File: config.mk
export PLATFORM = sky130hd
export DESIGN_NAME = me_stage_flat
export DESIGN_NICKNAME = d
export VERILOG_FILES = /design/src/rtl/me_stage_if.sv /design/src/rtl/me_stage.sv /design/src/flat_wrapper.sv
export SDC_FILE = /design/constraint.sdc
export NUM_CORES = 1
export LEC_CHECK = 0
export BUFFER_PORTS_ARGS = -buffer_cell sky130_fd_sc_hd__clkbuf_2
export CORE_MARGIN = 1.5
export CORE_UTILIZATION = 44
export DETAILED_ROUTE_END_ITERATION = 12
export GPL_TIMING_DRIVEN = 0
export PLACE_DENSITY = 0.86
export SLEW_MARGIN = 20
export SYNTH_ARGS = -nofsm -noshare
export SYNTH_HDL_FRONTEND = slang
export SYNTH_SLANG_ARGS = --single-unit
File: constraint.sdc
create_clock -name clk -period 1.3 [get_ports clk]
set_input_delay 0.26 -clock clk [delete_from_list [all_inputs] [get_ports clk]]
set_output_delay 0.26 -clock clk [all_outputs]
set_load 0.02 [all_outputs]
File: src/rtl/me_stage_if.sv
// Handshake and data buses around the ME stage: EX->ME handoff, data-SRAM read
// data, ME->WB handoff and the ID forwarding outputs.
interface me_stage_if;
  logic        ex_valid;
  logic [70:0] ex_to_me_bus;
  logic        me_ready;
  logic [31:0] data_sram_rdata;
  logic        me_valid;
  logic        wb_ready;
  logic [69:0] me_to_wb_bus;
  logic [37:0] me_fwd_bus;
  logic        me_is_load;

  modport master (
    output ex_valid, ex_to_me_bus, data_sram_rdata, wb_ready,
    input  me_ready, me_valid, me_to_wb_bus, me_fwd_bus, me_is_load
  );

  modport slave (
    input  ex_valid, ex_to_me_bus, data_sram_rdata, wb_ready,
    output me_ready, me_valid, me_to_wb_bus, me_fwd_bus, me_is_load
  );
endinterface

File: src/rtl/me_stage.sv
// Memory-access pipeline stage: registers the EX result bus, merges data-SRAM
// read data for loads (buffered across WB stalls) and drives the ID forwarding bus.
module me_stage (
  input  logic       clk,
  input  logic       reset,
  me_stage_if.slave  me_if
);

  logic        valid_r;
  logic        first_r;
  logic        buf_vld;
  logic [70:0] bus_r;
  logic [31:0] rdata_buf;

  logic [31:0] pc;
  logic [31:0] alu_result;
  logic        res_from_mem;
  logic        gr_we;
  logic [4:0]  dest;
  logic [31:0] load_data;
  logic [31:0] final_result;
  logic        ready;

  assign pc           = bus_r[70:39];
  assign alu_result   = bus_r[38:7];
  assign res_from_mem = bus_r[6];
  assign gr_we        = bus_r[5];
  assign dest         = bus_r[4:0];

  assign ready = reset && (!valid_r || me_if.wb_ready);

  always_ff @(posedge clk) begin
    if (!reset) begin
      valid_r   <= 1'b0;
      first_r   <= 1'b0;
      buf_vld   <= 1'b0;
      bus_r     <= '0;
      rdata_buf <= '0;
    end else if (ready) begin
      // Either the old instruction leaves or a new one arrives: buffer is stale.
      valid_r <= me_if.ex_valid;
      buf_vld <= 1'b0;
      if (me_if.ex_valid) begin
        bus_r   <= me_if.ex_to_me_bus;
        first_r <= 1'b1;
      end
    end else begin
      first_r <= 1'b0;
      // SRAM data is only valid in the first ME cycle; hold it while WB stalls.
      if (valid_r && first_r && res_from_mem) begin
        rdata_buf <= me_if.data_sram_rdata;
        buf_vld   <= 1'b1;
      end
    end
  end

  assign load_data    = buf_vld ? rdata_buf : me_if.data_sram_rdata;
  assign final_result = res_from_mem ? load_data : alu_result;

  assign me_if.me_ready     = ready;
  assign me_if.me_valid     = valid_r;
  assign me_if.me_to_wb_bus = {pc, final_result, gr_we, dest};
  assign me_if.me_fwd_bus   = {valid_r && gr_we && (dest != 5'd0), dest, final_result};
  assign me_if.me_is_load   = valid_r && res_from_mem;

endmodule

File: src/flat_wrapper.sv
// flat-port wrapper written by rule: the top's interface ports become plain ports
module me_stage_flat 
  (clk, reset, me_if_ex_valid, me_if_ex_to_me_bus, me_if_data_sram_rdata, me_if_wb_ready, me_if_me_ready, me_if_me_valid, me_if_me_to_wb_bus, me_if_me_fwd_bus, me_if_me_is_load);
  me_stage_if me_if_i ();
  input  logic clk;
  input  logic reset;
  input wire logic [$bits(me_if_i.ex_valid)-1:0] me_if_ex_valid;
  input wire logic [$bits(me_if_i.ex_to_me_bus)-1:0] me_if_ex_to_me_bus;
  input wire logic [$bits(me_if_i.data_sram_rdata)-1:0] me_if_data_sram_rdata;
  input wire logic [$bits(me_if_i.wb_ready)-1:0] me_if_wb_ready;
  output wire logic [$bits(me_if_i.me_ready)-1:0] me_if_me_ready;
  output wire logic [$bits(me_if_i.me_valid)-1:0] me_if_me_valid;
  output wire logic [$bits(me_if_i.me_to_wb_bus)-1:0] me_if_me_to_wb_bus;
  output wire logic [$bits(me_if_i.me_fwd_bus)-1:0] me_if_me_fwd_bus;
  output wire logic [$bits(me_if_i.me_is_load)-1:0] me_if_me_is_load;
  assign me_if_i.ex_valid = me_if_ex_valid;
  assign me_if_i.ex_to_me_bus = me_if_ex_to_me_bus;
  assign me_if_i.data_sram_rdata = me_if_data_sram_rdata;
  assign me_if_i.wb_ready = me_if_wb_ready;
  assign me_if_me_ready = me_if_i.me_ready;
  assign me_if_me_valid = me_if_i.me_valid;
  assign me_if_me_to_wb_bus = me_if_i.me_to_wb_bus;
  assign me_if_me_fwd_bus = me_if_i.me_fwd_bus;
  assign me_if_me_is_load = me_if_i.me_is_load;
  me_stage u_core (.clk(clk), .reset(reset), .me_if(me_if_i));
endmodule
==> results.sh <==
export IMPL_skew_ps=8.29
export IMPL_dp_hpwl_mm=10.6
export IMPL_ys_ff_latch=106
export IMPL_first_pass_iters=4
export IMPL_peakVddDrop_v=0.000883
export IMPL_grt_antenna_before_repair=0
export IMPL_crit_buf_inv=4
export IMPL_die_width_um=113
export IMPL_layout_nets=995
export IMPL_cts_tree="yes"
export IMPL_p_leak_nw=4.17
export IMPL_worst_r2r_cell_count=5
export IMPL_num_vias=5153
export IMPL_fin_util=0.756
export IMPL_r2r_slack_ps=-10
export IMPL_hp_class="primary input to register"
export IMPL_numCtsBuffers=9
export IMPL_drv_slew=0
export IMPL_grt_overflow_total=0
export IMPL_final_cell_mix="clkbuf_2 (147), nand2_1 (103), dfxtp_1 (96)"
export IMPL_tns_ps=-35590
export IMPL_crit_path_end_kind="output port"
export IMPL_grt_pass1_vias=5196
export IMPL_remaining_drc_errors=0
export IMPL_diodes=0
export IMPL_root_buffer="clkbuf_16"
export IMPL_clkSinkCount=106
export IMPL_p_per_area_nw_per_um2=1060
export IMPL_routed_wl_mm=17.6
export IMPL_ys_seq_area_frac=0.395
export IMPL_clockBufferDepth=2
export IMPL_grt_start_max_net_pins=19
export IMPL_setup_violations=73
export IMPL_crit_slowest_cell="dfxtp_2"
export IMPL_status="finished with violations"
export IMPL_finalCriticalPeriod_ps=1930
export IMPL_place_gp_congestion=0.815
export IMPL_chipHeight_um=113
export IMPL_r2r_start="u_core.me_if.me_valid$_SDFFE_PN0P_"
export IMPL_max_slew_margin_rel=0.628
export IMPL_hold_end="u_core.bus_r[38]$_SDFFE_PN0P_"
export IMPL_drv_cap=0
export IMPL_detail_route_antenna_nets=0
export IMPL_areaGrowthSynthToFinish_pct=68.3
export IMPL_wl_per_cell_um=16.9
export IMPL_avgSynthCellArea_um2=8.41
export IMPL_min_delay_start="me_if_ex_to_me_bus[38]"
export IMPL_grt_pass1_wl_mm=25.3
export IMPL_arrival_ps=1670
export IMPL_synth_edff_count=0
export IMPL_synth_main_ff_cell="dfxtp_1"
export IMPL_layout_drive_gt1_share=0.493
export IMPL_path_clk_slew_ps=80
export IMPL_worstReg2RegEnd="u_core.bus_r[18]$_SDFFE_PN0P_"
export IMPL_yosysUniqueCellTypes=22
export IMPL_top_level_ports=218
export IMPL_path_cells="buf_12 > buf_16 > mux2i_4 > a21oi_4 > buf_6 > buf_8"
export IMPL_criticalPathCategory="register to output port"
export IMPL_synthesis_area_um2=5370
export IMPL_worstPathMaxFanout=8
export IMPL_coreArea_um2=12000
export IMPL_violations="setup timing"
export IMPL_mostFrequentLayoutCell="clkbuf_2"
export IMPL_grtUsageTotal=0.253
export IMPL_layout_setup_ws_ps=-627
export IMPL_clk_latency_ps=360
export IMPL_initial_core_util=0.449
export IMPL_rsz0062_at_grt="true"
export IMPL_yosysWarnings=0
export IMPL_critPathMaxStageDelay_ps=340
export IMPL_hold_viol_final=0
export IMPL_async_reset_ff_frac=0
export IMPL_crit_family="buffers and inverters"
export IMPL_viasPerCell=4.95
export IMPL_htreeDepth=3
export IMPL_holdPathStages=3
export IMPL_critPathRequiredTime_ps=1040
export IMPL_cp_start_kind="register"
export IMPL_fmax_mhz=519
export IMPL_pre_cts_slack_ps=-276
export IMPL_drt_iter0_drc=311
export IMPL_io_buffer_count=217
export IMPL_fp_row_count=40
export IMPL_synth_fp_nets=746
export IMPL_hold_ws_ps=112
export IMPL_synth_cells=639
export IMPL_postCtsHoldBufs=0
export IMPL_period_share=1.48
export IMPL_max_slew_worst_pin_slew_ps=558
export IMPL_dieArea_um2=12900
sequential cells by signal, summed over array words and instances, names as in the netlist:
name / cells
u_core.bus_r: 71
u_core.rdata_buf: 32
u_core.buf_vld: 1
u_core.first_r: 1
u_core.me_if.me_valid: 1
worst min-delay path: cells and delay by family:
| kind | cells | cell delay, ps |
|---|---|---|
| buf+inv | 2 | 120 |
| mux | 1 | 50 |
logic make-up after synthesis:
group                  synth area share
and+or+nand+nor                   0.136
DFF                               0.395
buffers and inverters             0.212
AOI/OAI and AO/OA                0.0655
muxes                             0.192
per-layer routing:
metal | routed length [um] | global-route usage | vias up
li1 | - | - | 2489
met1 | 6630 | 0.269 | 2397
met2 | 9300 | 0.467 | 204
met3 | 889 | 0.0659 | 63
met4 | 806 | 0.118 | 0
met5 | 0 | 0 | -
worst max path at each step:
stage	end	start	depth (start not counted)
after global routing	me_if_me_to_wb_bus[8]	u_core.buf_vld$_SDFFE_PP0P_	6
after floorplan	me_if_me_to_wb_bus[11]	u_core.buf_vld$_SDFFE_PP0P_	5
after global placement	me_if_me_to_wb_bus[24]	u_core.buf_vld$_SDFFE_PP0P_	6
after CTS	me_if_me_to_wb_bus[27]	u_core.buf_vld$_SDFFE_PP0P_	6
final	me_if_me_to_wb_bus[8]	u_core.buf_vld$_SDFFE_PP0P_	6
after detailed placement	u_core.rdata_buf[31]$_SDFFE_PN0P_	u_core.me_if.me_valid$_SDFFE_PN0P_	4
power by group:
part	leakage [nW]	switching, mW	internal, mW
clock network	0.144	1.33	1.43
registers	0.874	0.121	3.43
logic	3.16	1.54	1.69
repair_timing:
item                       CTS  global route
pin swaps                   27            33
buffers inserted             7             6
gates cloned                 3             7
setup endpoints to repair  172           109
resized for setup          179           140
final cells by class:
| cell class | count | area [um2] |
|---|---|---|
| clock buffers | 11 | 253 |
| clock inverters | 5 | 42.5 |
| well taps | 147 | 184 |
| plain buffers | 115 | 1180 |
| repair buffers | 237 | 2020 |
| flip-flops and latches | 106 | 2140 |
| inverters | 72 | 270 |
| fillers | 771 | 2920 |
| multi-input cells | 347 | 2950 |
through the flow:
stage | instances | power (mW) | area, um2
detailed placement | 1003 | 6.01 | 7300
global placement | 1003 | 5.96 | 7300
finish | 1040 | 9.55 | 9040
CTS | 1029 | 9.25 | 8650
floorplan | 639 | 5.32 | 6030
global route | 1040 | 9.90 | 9040
Yosys cell counts (all sizes together) (2+ instances only):
master  count  area [um2]
mux2i     103        1030
dfxtp     106        2120
inv        72         270
clkbuf     19        71.3
o21ai      32         160
buf        97         795
a21oi      33         165
nand3      32         160
and2        2        15.0
nor2       32         120
nand2     103         387
Power figures use the tool's default switching activity.
